## src/rtl/gradient_pkg.sv

```systemverilog
// Shared types and defaults for the gradient (Gx/Gy) front end.
package gradient_pkg;

   // Frame sequencer states.
   typedef enum logic [1:0] {
      ST_IDLE     = 2'd0,
      ST_WAIT_SOF = 2'd1,
      ST_ACTIVE   = 2'd2
   } ctrl_state_t;

   // Default geometry and pixel width (packed Gx[15:0] / Gy[31:16]).
   localparam int N_DEF      = 32;
   localparam int WIDTH_DEF  = 355;
   localparam int HEIGHT_DEF = 355;

   // Coordinate counter width: enough bits for the larger dimension, never zero.
   function automatic int COORD_W(input int w, input int h);
      int m;
      m = (w > h) ? w : h;
      return (m > 1) ? $clog2(m) : 1;
   endfunction

endpackage

```

## src/rtl/frame_pos_counter.sv

```systemverilog
// Pixel/line position counter for a WIDTH x HEIGHT raster.
// pix/line are the registered position of the next expected beat. eol/eof
// describe the beat currently presented, which is taken to be at the origin
// when load_origin is set (start-of-frame resynchronisation). Shared with
// the capture side, so it carries no knowledge of the controller states.
module frame_pos_counter
   import gradient_pkg::*;
#(
   parameter int WIDTH  = WIDTH_DEF,
   parameter int HEIGHT = HEIGHT_DEF,
   parameter int CW     = COORD_W(WIDTH, HEIGHT)
) (
   input  logic          i_sys_clk,
   input  logic          i_sys_aresetn,
   input  logic          en,
   input  logic          clr,
   input  logic          load_origin,
   output logic          eol,
   output logic          eof,
   output logic [CW-1:0] pix,
   output logic [CW-1:0] line
);

   localparam logic [CW-1:0] PIX_LAST  = CW'(WIDTH - 1);
   localparam logic [CW-1:0] LINE_LAST = CW'(HEIGHT - 1);

   logic [CW-1:0] base_pix;
   logic [CW-1:0] base_line;

   // Position of the beat being presented: origin on resync, else the count.
   always_comb begin
      base_pix  = load_origin ? '0 : pix;
      base_line = load_origin ? '0 : line;
   end

   assign eol = (base_pix == PIX_LAST);
   assign eof = eol && (base_line == LINE_LAST);

   // Advance one raster position per counted beat; wrap at end of frame.
   always_ff @(posedge i_sys_clk or negedge i_sys_aresetn) begin
      if (!i_sys_aresetn) begin
         pix  <= '0;
         line <= '0;
      end else if (clr) begin
         pix  <= '0;
         line <= '0;
      end else if (en) begin
         if (eol) begin
            pix  <= '0;
            line <= (base_line == LINE_LAST) ? '0 : base_line + CW'(1);
         end else begin
            pix  <= base_pix + CW'(1);
            line <= base_line;
         end
      end
   end

endmodule

```

## src/rtl/gradient_frame_ctrl.sv

```systemverilog
// Frame sequencer in front of the gradient datapath: gates the incoming
// video stream into whole frames on command, regenerates tuser/tlast from
// its own position count, flags geometry errors and counts finished frames.
//
// Stream handshake: a beat transfers in every cycle with tvalid=1. There is
// no tready in either direction, so nothing stalls; beats the sequencer does
// not want are dropped, and o_video_tvalid marks each forwarded beat exactly
// one cycle after it arrived.
module gradient_frame_ctrl
   import gradient_pkg::*;
#(
   parameter int N      = N_DEF,
   parameter int WIDTH  = WIDTH_DEF,
   parameter int HEIGHT = HEIGHT_DEF
) (
   input  logic         i_sys_clk,
   input  logic         i_sys_aresetn,
   input  logic         i_start,
   input  logic         i_continuous,
   input  logic         i_abort,
   input  logic [N-1:0] i_video_tdata,
   input  logic         i_video_tvalid,
   input  logic         i_video_tlast,
   input  logic         i_video_tuser,
   output logic [N-1:0] o_video_tdata,
   output logic         o_video_tvalid,
   output logic         o_video_tlast,
   output logic         o_video_tuser,
   output logic         o_busy,
   output logic         o_frame_done,
   output logic [15:0]  o_frame_count,
   output logic         o_err_line,
   output logic         o_err_sof,
   output ctrl_state_t  o_state
);

   localparam int CW = COORD_W(WIDTH, HEIGHT);

   ctrl_state_t   state;
   ctrl_state_t   state_nxt;
   logic          cont_q;
   logic          fwd;
   logic          cnt_clr;
   logic          cnt_load;
   logic          resync;
   logic          done;
   logic          clr_err;
   logic          latch_cont;
   logic          eol;
   logic          eof;
   logic          at_origin;
   logic [CW-1:0] pix;
   logic [CW-1:0] line;
   logic [15:0]   frame_count;

   frame_pos_counter #(
      .WIDTH  (WIDTH),
      .HEIGHT (HEIGHT),
      .CW     (CW)
   ) u_pos (
      .i_sys_clk     (i_sys_clk),
      .i_sys_aresetn (i_sys_aresetn),
      .en            (fwd),
      .clr           (cnt_clr),
      .load_origin   (cnt_load),
      .eol           (eol),
      .eof           (eof),
      .pix           (pix),
      .line          (line)
   );

   // Registered count sitting at (0,0) means the next beat opens the frame.
   assign at_origin = (pix == '0) && (line == '0);

   // State register.
   always_ff @(posedge i_sys_clk or negedge i_sys_aresetn) begin
      if (!i_sys_aresetn) state <= ST_IDLE;
      else                state <= state_nxt;
   end

   // Next state and per-beat control strobes; abort overrides everything.
   always_comb begin
      state_nxt  = state;
      fwd        = 1'b0;
      cnt_clr    = 1'b0;
      cnt_load   = 1'b0;
      resync     = 1'b0;
      done       = 1'b0;
      clr_err    = 1'b0;
      latch_cont = 1'b0;
      if (i_abort) begin
         state_nxt = ST_IDLE;
         cnt_clr   = 1'b1;
      end else begin
         case (state)
            ST_IDLE: begin
               if (i_start) begin
                  state_nxt  = ST_WAIT_SOF;
                  clr_err    = 1'b1;
                  latch_cont = 1'b1;
                  cnt_clr    = 1'b1;
               end
            end
            ST_WAIT_SOF: begin
               if (i_video_tvalid && i_video_tuser) begin
                  fwd       = 1'b1;
                  cnt_load  = 1'b1;
                  state_nxt = ST_ACTIVE;
               end
            end
            ST_ACTIVE: begin
               if (i_video_tvalid) begin
                  fwd = 1'b1;
                  // A start-of-frame away from the origin restarts the frame here.
                  if (i_video_tuser && !at_origin) begin
                     resync   = 1'b1;
                     cnt_load = 1'b1;
                  end
               end
            end
            default: state_nxt = ST_IDLE;
         endcase
         if (fwd && eof) begin
            done      = 1'b1;
            state_nxt = cont_q ? ST_WAIT_SOF : ST_IDLE;
         end
      end
   end

   // Continuous-mode latch, captured with the accepted start command.
   always_ff @(posedge i_sys_clk or negedge i_sys_aresetn) begin
      if (!i_sys_aresetn)  cont_q <= 1'b0;
      else if (latch_cont) cont_q <= i_continuous;
   end

   // Sticky geometry error flags, cleared by each accepted start.
   always_ff @(posedge i_sys_clk or negedge i_sys_aresetn) begin
      if (!i_sys_aresetn) begin
         o_err_line <= 1'b0;
         o_err_sof  <= 1'b0;
      end else if (clr_err) begin
         o_err_line <= 1'b0;
         o_err_sof  <= 1'b0;
      end else begin
         if (fwd && (i_video_tlast != eol)) o_err_line <= 1'b1;
         if (resync)                        o_err_sof  <= 1'b1;
      end
   end

   // One-cycle output register with regenerated sideband and frame pulse.
   always_ff @(posedge i_sys_clk or negedge i_sys_aresetn) begin
      if (!i_sys_aresetn) begin
         o_video_tdata  <= '0;
         o_video_tvalid <= 1'b0;
         o_video_tlast  <= 1'b0;
         o_video_tuser  <= 1'b0;
         o_frame_done   <= 1'b0;
      end else begin
         o_video_tvalid <= fwd;
         o_video_tlast  <= fwd && eol;
         o_video_tuser  <= fwd && (cnt_load || at_origin);
         o_frame_done   <= done;
         if (fwd) o_video_tdata <= i_video_tdata;
      end
   end

   // Completed-frame counter; wraps naturally at 16 bits.
   always_ff @(posedge i_sys_clk or negedge i_sys_aresetn) begin
      if (!i_sys_aresetn) frame_count <= '0;
      else if (done)      frame_count <= frame_count + 16'd1;
   end

   assign o_frame_count = frame_count;
   assign o_busy        = (state != ST_IDLE);
   assign o_state       = state;

endmodule
```

## config.mk

```make
export PLATFORM = sky130hd
export DESIGN_NAME = gradient_frame_ctrl
export DESIGN_NICKNAME = d
export VERILOG_FILES = /design/src/rtl/gradient_pkg.sv /design/src/rtl/frame_pos_counter.sv /design/src/rtl/gradient_frame_ctrl.sv
export SDC_FILE = /design/constraint.sdc
export NUM_CORES = 1
export LEC_CHECK = 0
export CAP_MARGIN = 20
export CORE_MARGIN = 4
export CORE_UTILIZATION = 46
export DETAILED_ROUTE_END_ITERATION = 7
export PLACE_DENSITY = 0.79
export SETUP_SLACK_MARGIN = 0.05
export SYNTH_ARGS = -nofsm -noshare
export SYNTH_HDL_FRONTEND = slang
export SYNTH_SLANG_ARGS = --single-unit
```

## constraint.sdc

```tcl
create_clock -name i_sys_clk -period 7 [get_ports i_sys_clk]
set_input_delay 1.4 -clock i_sys_clk [delete_from_list [all_inputs] [get_ports i_sys_clk]]
set_output_delay 1.4 -clock i_sys_clk [all_outputs]
set_load 0.01 [all_outputs]
```

# ---- After elaboration in Yosys (flattened, before gate mapping)
# Cells that the tools add are included.
# Widths: inputs -> output; s select.
dict set report word_totals {
  ff_bits 75
  latchBits 0
  mem_bits_rw 0
  mem_bits_ro 0
  inputBits 40
  n_memories 0
}
dict set report op_classes {
  n_addsub 3
  n_mul 0
  div_mod_pow 0
  magnitude_cmp 0
  eq_ne 8
  shift 0
  mux 36
  n_bitwise 0
  reduce_logical 18
}
# cell count
set ops {}
lappend ops {{$mux 9} 9}
lappend ops {{$mux 1} 20}
lappend ops {{$add 9x1->9 const B} 2}
lappend ops {{$eq 9x9->1 const B} 2}
lappend ops {{$logic_not 9->1} 2}
lappend ops {{$add 16x1->16 const B} 1}
lappend ops {{$logic_and 1x1->1} 8}
lappend ops {{$mux 2} 4}
lappend ops {{$ne 4x4->1 const B} 2}
lappend ops {{$reduce_bool 2->1} 4}
lappend ops {{$pmux 2 s3} 1}
lappend ops {{$pmux 1 s2} 2}
lappend ops {{$ne 3x3->1 const B} 1}
lappend ops {{$reduce_and 3->1} 1}
lappend ops {{$eq 2x1->1 const B} 1}
lappend ops {{$eq 2x2->1 const B} 1}
lappend ops {{$logic_not 2->1} 1}
lappend ops {{$logic_not 1->1} 1}
lappend ops {{$logic_or 1x1->1} 1}
lappend ops {{$ne 1x1->1} 1}

# ---- Longest topological paths before layout
# Gate-level depths: netlist of run 1.
dict set report logic_depth {
  word_depth 14
  ltp_mapped 15
}

# ---- Cells and area by module
# A second synthesis of run 1 with hierarchy kept.
dict set report unflattened {
  hier_cells 340
  hier_area_um2 3833.7
}
# mod instances cells_each area_per_inst_um2 seq_area_each_um2
set by_module_without_submodules {}
lappend by_module_without_submodules {gradient_frame_ctrl 1 186 2506.2 1426.4}
lappend by_module_without_submodules {frame_pos_counter 1 154 1327.5 450.4}

# ---- Least setup slack after synthesis of run 1
# Ideal clock, no wire load.
dict set report synth_path {
  path_type {input-to-reg}
  start {input i_abort}
  end {register frame_count[11] (netlist: o_frame_count[11])}
  arrival_ns 4.387
  required_ns 6.875
  slack_ns 2.488
  path_stages 13
  path_buffers 3
  cell_sequence {clkbuf_1 nor2b_1 and2_1 clkbuf_1 o21ai_1 nand2_1 ha_1 nand4_1 or4_4 buf_6 a2111oi_4 nand4_1 xnor2_1}
}
dict set report synth_via {
  elab_chain_len 7
  word_cells_on_any_way 9
}
# item line
set synth_rtl {}
lappend synth_rtl {{start, declared} gradient_frame_ctrl.sv:20} ;# input logic i_abort,
lappend synth_rtl {{$mux 1} gradient_frame_ctrl.sv:91} ;# if (i_abort) begin
lappend synth_rtl {{$mux 9 (on tied branches)} {frame_pos_counter.sv:32, frame_pos_counter.sv:33}}
lappend synth_rtl {{$eq 9x9->1 (on tied branches)} {frame_pos_counter.sv:36, frame_pos_counter.sv:37}}
lappend synth_rtl {{$logic_and 1x1->1} frame_pos_counter.sv:37} ;# assign eof = eol && (base_line == LINE_LAST);
lappend synth_rtl {{$logic_and 1x1->1} gradient_frame_ctrl.sv:123} ;# if (fwd && eof) begin
lappend synth_rtl {{$mux 1} gradient_frame_ctrl.sv:123}
lappend synth_rtl {{$mux 1 *} gradient_frame_ctrl.sv:91}
lappend synth_rtl {{end signal, assigned} gradient_frame_ctrl.sv:170} ;# else if (done) frame_count <= frame_count + 16'd1;
lappend synth_rtl {{end, declared} gradient_frame_ctrl.sv:54} ;# logic [15:0] frame_count;
# Every way passes the cells marked *; elsewhere a longest branch is shown, timed or not.
# A chain may end at the register's enable or synchronous reset.

# ---- Final worst setup path of run 1
dict set report layout_path {
  start {input i_abort}
  end {register frame_count[15] (netlist: o_frame_count[15])}
}
# The elaborated chain is that of the path after synthesis.

==> summary.md, run 1 <==
| Metric | Value |
|---|---|
| Reg2reg setup slack | around 2800 ps |
| Post-CTS Setup Bufs | 0 |
| Synth Area in Compound Gates | about 11% |
| Fraction of layout cells with a size suffix above 1 | under 10% |
| Worst Setup Path Type | input pin to flip-flop |
| CP arrival | 5190 ps |
| Largest family of logic cells by synthesized area | simple AND/OR/NAND/NOR gates |
| Initial Utilization | 48.6% |
| Hold Startpoint | o_video_tdata[18] |
| Part of the cycle the worst path needs | between 70 and 80% |
| Leak | between 0.002 and 0.0025 uW |
| CP required | approximately 7200 ps |
| Crit-path max FO | 11 |
| Die area | ~9300 um2 |
| Simple logic cell fraction of the synthesized area | between 20% and 30% |
| Num CTS Buffers | 9 |
| Seq cells post-synth | 75 |
| Initial antenna violation count | 0 |
| Final setup violation count | 0 |
| CP startpoint kind | input pin |
| FF-to-FF End | o_frame_count[15] |
| CTS Buffer Depth | 2 |
| Fmax | ~200 MHz |
| Final antenna-violating net count | 0 |
| Top delay family on crit path | simple AND/OR/NAND/NOR gates |
| Ys async rst share | 100% |
| Final slew viol count | 0 |
| Cell Pwr Density | approximately 270 nW/um2 |
| Drt wl/cell | 15.3 um |
| Clk root buf | clkbuf_8 |
| Mapped Cells | approximately 390 |
| Die Y | 96.4 um |
| Hold Crit Depth | 2 |
| Rel. slew slack | 33.3% |
| Clock Latency Late Sink | 350 ps |
| Fin Hold WS | between 400 and 500 ps |
| GR Util All Layers | 20.2% |
| Post-synthesis xor/xnor area fraction | between 4 and 5% |
| Cells on worst reg2reg path | 10 |
| Library cells used by synthesis | between 40 and 50 |
| Vias | around 3200 |
| Sum Neg Setup Slack | 0 ps |
| Most used DFF post-synth | dfrtp_1 |
| Critical path startpoint | i_abort |
| # H-tree levels | 3 |
| Clock skew | a little over 10 ps |
| Worst slew pin tran | 999 ps |
| Mux cell area share after synthesis | 0.591% |
| Area added between synthesis and finish | 33.7% |
| Hold Buf Count CTS | 0 |
| I/O pins | just under 100 |
| Cts repair resizes | 0 |
| Worst Hold Class | flip-flop to flip-flop |
| Syn_nets | 437 |
| Clock sink total | between 70 and 80 |
| Crit-path max cell delay | about 600 ps |
| Pre-Repair DR Iteration Count | 4 |
| Sequential cell area fraction in the yosys report | between 50% and 60% |
| First-pass GRT wire length | approximately 15000 um |
| Crit path time final | just under 5000 ps |
| Post-synth EDFFs | 0 |
| Yosys top cell by area | dfrtp_1 |
| Num rows | 31 |
| Worst path depth | 11 |
| CTS tree | yes |
| Total congestion overflow | 0 |
| Count of port buffers added during placement | 96 |
| Fillcell total | just under 600 |
| Hold violation count in the final report | 0 |
| Max-cap viol count | 0 |
| Synth top area share | roughly 52% |
| Worst Path Buf+Inv | 1 |
| Avg Synthesized Cell Area | 9.27 um2 |
| Post-Route WL | 8930 um |
| Critical path's slowest cell | or4_4 |
| Largest net degree at the start of global routing | 76 |
| Core footprint | between 7000 and 8000 um2 |
| WHS Endpoint | o_video_tdata[18] |
| Reg2reg start | u_pos.pix[5] |
| Yosys warning count | 0 |
| DRC viols | 0 |
| Gpl congestion | 0.841 |
| Die W | between 90 and 100 um |
| Antenna diodes | 0 |
| Clk pin slew, worst setup/hold paths | 90 ps |
| Status | completed |
| Critical-path cell list | clkdlybuf4s50_1, nor2b_1, and2_1, o21ai_1, nand2_1, ha_1, nand4_1, or4_4, a2111oi_4, nand4_1, xnor2_1 |
| Number of global-route vias before repair | between 3000 and 4000 |
| Unrepaired setup endpoints after global routing | false |
| First-iteration detailed-routing DRC count | ~210 |
| Crit end category | flip-flop |
| Ranking of synthesized cells by area | dfrtp_1 (52%), nand2_1 (12%), xnor2_1 (3.7%) |
| Placed wire-length estimate | approximately 6300 um |
| Final nets | between 500 and 600 |
| DR vias/cell | between 5 and 6 |
| Top cell by count, worst path | nand4_1 |
| Maximum VDD drop | 0.196 mV |
| Adder-cell share of the synthesized area | around 3.1% |
| Mapped Area | ~3600 um2 |
power by group:
group          internal (uW)  switching, uW  total [uW]
sequential               523           48.4         572
clock                    134            176         310
combinational            217            179         396
total                    874            403        1280
cell usage after synthesis, drive strengths merged (5+ instances only):
library cell / count
nor4: 5
ha: 9
nand2: 116
and3: 7
o21ai: 10
dfrtp: 75
nand3: 21
a21oi: 12
nor2: 14
a31oi: 7
xnor2: 15
nor3: 6
clkbuf: 13
nand4: 14
inv: 11
area by class of cell:
cell class / count / area (um2) / area share (%)
Sequential cell: 75 / 1880 / 39.0
Multi-Input combinational cell: 285 / 1610 / 33.5
Timing Repair Buffer: 98 / 973 / 20.2
Clock buffer: 9 / 124 / 2.57
Tap cell: 99 / 124 / 2.57
Clock inverter: 7 / 57.6 / 1.20
Inverter: 12 / 45.0 / 0.936
worst max path at each step:
| stage | end | slack (ps) |
|---|---|---|
| 3_3_place_gp | o_frame_count[15] | 1910 |
| 4_1_cts | o_frame_count[13] | 2160 |
| 5_1_grt | o_frame_count[13] | 1760 |
| 3_5_place_dp | o_frame_count[13] | 1790 |
| 6_report | o_frame_count[15] | 2050 |
| 2_1_floorplan | o_frame_count[11] | 2490 |
routing by layer:
metal	track usage [%]	routed length (um)	up-vias
met1	25.7	3760	1490
met2	32.6	4270	118
met3	6.74	763	14
met4	6.31	140	0
met5	0	0	-
li1	-	-	1530
cell usage in the layout, fill, tap and decap left out, types with 4 or more instances in the layout:
| cell type | count |
|---|---|
| nor2_1 | 14 |
| dfrtp_1 | 75 |
| ha_1 | 9 |
| nor4_1 | 5 |
| and3_1 | 7 |
| inv_1 | 11 |
| clkdlybuf4s50_1 | 95 |
| a31oi_1 | 7 |
| nand4_1 | 14 |
| nand3_1 | 21 |
| xnor2_1 | 15 |
| nor3_1 | 6 |
| a22o_1 | 4 |
| a41oi_1 | 4 |
| and2_1 | 4 |
| clkbuf_8 | 9 |
| a21oi_1 | 12 |
| nand2_1 | 116 |
| o21ai_0 | 7 |
stage by stage:
stage / cell area, um2 / setup slack (ps) / power [uW] / utilization, % / cells
CTS: 4810 / 2160 / 1290 / 65.0 / 585
global route: 4810 / 1760 / 1350 / 65.0 / 585
finish: 4810 / 2050 / 1280 / 65.0 / 585
floorplan: 3600 / 2490 / 727 / - / 388
detailed placement: 4630 / 1790 / 979 / 62.5 / 569
global placement: 4630 / 1910 / 967 / 62.5 / 569
state kept, by name (all words and copies together), names as in the netlist:
signal / flops
o_video_tdata: 32
u_pos.line: 9
o_video_tuser: 1
o_frame_done: 1
cont_q: 1
u_pos.pix: 9
o_err_line: 1
o_state: 2
o_frame_count: 16
o_err_sof: 1
o_video_tlast: 1
o_video_tvalid: 1
worst min-delay path: stages (launching register included):
cell and delay, ps:
dfrtp_1 350, nand2_1 50, nand2_1 50
cell families (layout without fill, tap and decap cells):
| group | after synthesis | count (layout) |
|---|---|---|
| AO/OA/AOI/OAI | 55 | 55 |
| XOR/XNOR | 17 | 17 |
| adder cells (fa/ha/maj) | 9 | 9 |
| buffers and inverters | 28 | 126 |
| flip-flops | 75 | 75 |
| multiplexers | 2 | 2 |
| AND/OR/NAND/NOR | 202 | 202 |
Note: power is estimated with default switching activity, not from simulation.
==> inputs of run 2 (changes only) <==
clock period = 4.9 ns   (was 7 ns; I/O delays follow)
==> run 2 against run 1 <==
  * Clock skew fell by 1.0 ps
  * Sequential share of layout area fell by 0.43 points
  * First-iteration DRC count is 15% higher
  * Via count grew 1.6%
  * Die area unchanged
  * Worst setup slack got worse by 1400 ps
  * Worst hold slack worse by 0.72 ps
  * Largest cell class unchanged
==> summary.md, run 2 (synthesis results as in run 1) <==
| Metric | Value |
|---|---|
| Placed wire-length estimate | approximately 6700 um |
| FF-to-FF End | o_frame_count[15] |
| CP arrival | roughly 4500 ps |
| Drt wl/cell | approximately 16 um |
| Area added between synthesis and finish | 35.2% |
| Cell Pwr Density | about 380 nW/um2 |
| DR vias/cell | roughly 5.4 |
| Die Y | around 96 um |
| Total congestion overflow | 0 |
| Top delay family on crit path | simple AND/OR/NAND/NOR gates |
| Crit path time final | ~4300 ps |
| CP startpoint kind | flip-flop |
| Part of the cycle the worst path needs | between 80 and 90% |
| DP Area | between 4000 and 5000 um2 |
| Gpl congestion | 0.900 |
| Cells on worst reg2reg path | 10 |
| Hold Startpoint | o_video_tdata[21] |
| Commonest non-fill, non-tap cell in the layout | nand2_1 |
| CTS tree | yes |
| Final antenna-violating net count | 0 |
| CP required | 5130 ps |
| Post-CTS Setup Bufs | 0 |
| Reg2reg start | u_pos.pix[2] |
| First-iteration detailed-routing DRC count | between 200 and 250 |
| Most frequent cells in the layout | nand2_1 (116), clkdlybuf4s50_1 (95), dfrtp_1 (75) |
| Initial Utilization | between 40 and 50% |
| Rel. slew slack | approximately 38% |
| DRC viols | 0 |
| Antenna diodes | 0 |
| Final std cell area, no fill | between 4000 and 5000 um2 |
| Die area | 9300 um2 |
| GR Util All Layers | ~22% |
| Critical-path cell list | or4_1, or2_2, o21ai_1, and2_1, ha_1, nand4_1, or4_4, a2111oi_4, nand4_1, xnor2_1 |
| Crit-path max cell delay | just over 700 ps |
| Num CTS Buffers | 9 |
| Pre-Repair DR Iteration Count | 4 |
| Leak | ~0.0022 uW |
| Num rows | 31 |
| Clock sink total | 75 |
| Critical path's slowest cell | or4_1 |
| Maximum VDD drop | approximately 0.30 mV |
| Die W | roughly 96 um |
| Count of port buffers added during placement | between 90 and 100 |
| Placed cells | ~570 |
| Status | completed |
| Fin Hold WS | approximately 480 ps |
| Hold Buf Count CTS | 0 |
| Final Core Density | between 60% and 70% |
| Initial antenna violation count | 0 |
| Number of global-route vias before repair | about 3200 |
| Hold Crit Depth | 2 |
| Max-cap viol count | 0 |
| Non-Filler Instances | 590 |
| Clock Latency Late Sink | around 360 ps |
| Fraction of layout cells with a size suffix above 1 | 5.91% |
| Post-Route WL | between 9000 and 10000 um |
| Crit end category | flip-flop |
| # H-tree levels | 3 |
| Largest Register | o_video_tdata |
| Cts repair resizes | 0 |
| Largest register FFs | 32 |
| First-pass GRT wire length | between 15000 and 20000 um |
| Top cell by count, worst path | nand4_1 |
| Final nets | around 540 |
| Sum Neg Setup Slack | 0 ps |
| Worst slew pin tran | approximately 930 ps |
| I/O pins | 97 |
| Clk root buf | clkbuf_8 |
| Core footprint | between 7000 and 8000 um2 |
| Clock skew | just over 9 ps |
| Crit-path max FO | 10 |
| Worst Path Buf+Inv | 0 |
| Worst Setup Path Type | flip-flop to flip-flop |
| Final slew viol count | 0 |
| Clk pin slew, worst setup/hold paths | 90 ps |
| Hold violation count in the final report | 0 |
| Worst Hold Class | flip-flop to flip-flop |
| Largest net degree at the start of global routing | 76 |
| Fmax | approximately 230 MHz |
| Unrepaired setup endpoints after global routing | false |
| Vias | 3203 |
| CTS Buffer Depth | 2 |
| Final setup violation count | 0 |
| WHS Endpoint | o_video_tdata[21] |
| Reg2reg setup slack | 630 ps |
==> run 2: changes by cell type in the layout (fill, tap and decap cells not counted), sizes merged <==
cell      previous run  this run
clkinv               2         4
buf                  3         8
clkbuf               9        11
clkinvlp             2         0
bufinv               0         1
inv                 15        12
==> run 2: report_power, final <==
group	total, uW	switching [uW]	internal, uW
clock	491	239	252
combinational	563	252	311
sequential	818	70.6	748
total	1870	562	1310
==> run 2: routing by layer <==
| metal | part of all wire (%) | global-route usage (%) | routed length [um] |
|---|---|---|---|
| met1 | 42 | 28.0 | 3860 |
| met2 | 49 | 33.5 | 4520 |
| met3 | 7.8 | 7.28 | 722 |
| met4 | 2.1 | 7.94 | 197 |
| met5 | 0 | 0 | 0 |
==> run 2: worst reg2reg max path, stage by stage (launching register included) <==
cell and delay (ps):
dfrtp_1 460, or4_1 710, or2_2 380, o21ai_1 380, and2_1 220, ha_1 160, nand4_1 220, or4_4 610
a2111oi_4 620, nand4_1 210, xnor2_1 180
==> run 2: per-stage QoR <==
stage | setup slack, ps | total power (uW)
2_1_floorplan | 808 | 1040
3_3_place_gp | 533 | 1380
3_5_place_dp | 369 | 1400
4_1_cts | 651 | 1900
5_1_grt | 320 | 1990
6_report | 633 | 1870
==> run 2: cell type report <==
| class | instances | area (um2) |
|---|---|---|
| timing repair buffer | 103 | 1010 |
| fill | 598 | 2540 |
| inverter | 12 | 45.0 |
| clock buffer | 11 | 141 |
| multi-input combinational | 285 | 1610 |
| clock inverter | 5 | 61.3 |
| tap | 99 | 124 |
| sequential | 75 | 1880 |
==> run 2: worst max-delay path by stage <==
stage | start | end | slack [ps] | cells past startpoint
final | u_pos.pix[2] | o_frame_count[15] | 630 | 10
after global routing | u_pos.pix[2] | o_frame_count[15] | 320 | 10
after CTS | u_pos.pix[2] | o_frame_count[15] | 650 | 10
after detailed placement | i_abort | o_frame_count[15] | 370 | 11
after global placement | i_abort | o_frame_count[11] | 530 | 11
after floorplan | i_abort | o_frame_count[11] | 810 | 13
==> inputs of run 3 (changes only) <==
PLACE_DENSITY = 0.77   (was 0.79)
==> run 3 against run 2 <==
  * Critical path depth unchanged
  * Register-to-register slack gained 130 ps
  * Global-route usage is 0.76 points lower
  * Worst setup slack improved by 130 ps
  * Sequential share of layout area decreased by 0.24 points
  * Die area unchanged
  * Power is 3.6% higher
  * Non-clock buffer count unchanged
  * First-iteration DRC count fell by 9.8%
==> summary.md, run 3 (synthesis results as in run 1) <==
| Metric | Value |
|---|---|
| Cts repair resizes | 0 |
| Largest Register | o_video_tdata |
| Crit-path max FO | 10 |
| Hold violation count in the final report | 0 |
| Part of the cycle the worst path needs | between 80% and 90% |
| CTS tree | yes |
| Commonest non-fill, non-tap cell in the layout | nand2_1 |
| Unrepaired setup endpoints after global routing | false |
| I/O pins | between 90 and 100 |
| Gpl congestion | roughly 0.9 |
| Tot Pwr | between 1500 and 2000 uW |
| Met3 routed WL | around 710 um |
| Fmax | ~240 MHz |
| Post-CTS Setup Bufs | 0 |
| Uppermost layer routed | met4 |
| First-iteration detailed-routing DRC count | 220 |
| Crit end category | flip-flop |
| Crit path time final | approximately 4100 ps |
| Clock Latency Late Sink | 350 ps |
| CP required | 5140 ps |
| Cell Pwr Density | slightly below 400 nW/um2 |
| Met1 wire length | approximately 4000 um |
| Core footprint | 7410 um2 |
| Maximum VDD drop | 0.250 mV |
| Die area | between 9000 and 10000 um2 |
| Worst slew pin tran | around 900 ps |
| Largest net degree at the start of global routing | 76 |
| Pre-Repair DR Iteration Count | 5 |
| Most frequent cells in the layout | nand2_1 (116), clkdlybuf4s50_1 (95), dfrtp_1 (75) |
| Final antenna-violating net count | 0 |
| Placed wire-length estimate | approximately 6400 um |
| Clock skew | 7.59 ps |
| First-pass GRT wire length | 14900 um |
| WL met2 | around 4300 um |
| Fraction of layout cells with a size suffix above 1 | roughly 6.1% |
| Die W | ~96 um |
| Hold Buf Count CTS | 0 |
| Leak | around 0.0023 uW |
| Die Y | slightly below 100 um |
| Clock sink total | 75 |
| Fillcell total | about 600 |
| Final setup violation count | 0 |
| Largest register FFs | 32 |
| Post-Route WL | between 9000 and 10000 um |
| Worst Hold Class | flip-flop to flip-flop |
| Clk pin slew, worst setup/hold paths | 90 ps |
| Final slew viol count | 0 |
| # H-tree levels | 3 |
| Final std cell area, no fill | a little under 5000 um2 |
| CP arrival | roughly 4400 ps |
| DR vias/cell | between 5 and 6 |
| GR Util All Layers | between 20% and 30% |
| Drt wl/cell | roughly 15 um |
| Cells on worst reg2reg path | 10 |
| Worst Setup Path Type | flip-flop to flip-flop |
| Sum Neg Setup Slack | 0 ps |
| Vias | roughly 3200 |
| Num CTS Buffers | 9 |
| Final Core Density | 66.1% |
| CTS Buffer Depth | 2 |
| DP Area | about 4700 um2 |
| Area added between synthesis and finish | 36.1% |
| Fin Hold WS | 477 ps |
| Number of global-route vias before repair | 3053 |
| CP startpoint kind | flip-flop |
| Hold Crit Depth | 2 |
| DRC viols | 0 |
| Num rows | 31 |
| Max-cap viol count | 0 |
| Total congestion overflow | 0 |
| Rel. slew slack | a little under two fifths |
| Status | completed |
| Initial antenna violation count | 0 |
| Initial Utilization | about half |
| Clk root buf | clkbuf_8 |
| Final nets | around 540 |
| Antenna diodes | 0 |
| Count of port buffers added during placement | between 90 and 100 |
[run 3: cell count changes in the layout (fill, tap and decap cells not counted), sizes merged]
cell,previous run,this run
bufinv,1,2
clkbuf,11,10
clkinv,4,3
inv,12,13
[run 3: worst max-delay path, cell delays in order (launching register included)]
cell and delay [ps]:
dfrtp_1 460, or4_1 690, or2_2 370, o21ai_1 380
and2_1 220, ha_1 180, nand4_1 210, or4_4 600
a2111oi_4 560, nand4_1 200, xnor2_1 170
[run 3: final cells by class]
| class | instances | area [um2] | area share (%) |
|---|---|---|---|
| repair buffers | 103 | 1010 | 20.6 |
| inverters | 12 | 45.0 | 0.920 |
| flip-flops and latches | 75 | 1880 | 38.3 |
| clock buffers | 10 | 138 | 2.81 |
| multi-input cells | 285 | 1610 | 32.8 |
| well taps | 99 | 124 | 2.53 |
| clock inverters | 6 | 95.1 | 1.94 |
[run 3: power breakdown]
group          switching, uW  leakage (uW)  internal (uW)
clock network            248      0.000117            306
registers               72.2       0.00101            748
logic                    256       0.00112            311
[run 3: metrics by stage]
stage / setup WS (ps) / std cells
global placement: 586 / 574
global route: 513 / 590
detailed placement: 470 / 574
floorplan: 808 / 388
finish: 762 / 590
CTS: 790 / 590
[run 3: worst paths after layout]
path                                     end  slack [ps]              start
setup reg to reg           o_frame_count[13]         760       u_pos.pix[2]
hold reg to reg            o_video_tdata[24]         480  o_video_tdata[24]
min in group asynchronous      u_pos.line[4]         770      i_sys_aresetn
hold / removal             o_video_tdata[24]         480  o_video_tdata[24]
setup / recovery           o_frame_count[13]         760       u_pos.pix[2]
max in group asynchronous  o_video_tdata[23]        3540      i_sys_aresetn
[run 3: metal layers]
metal,global-route usage [%],vias to the layer above
li1,-,1541
met1,28.0,1505
met2,31.5,122
met3,5.65,14
met4,9.11,0
met5,0,-
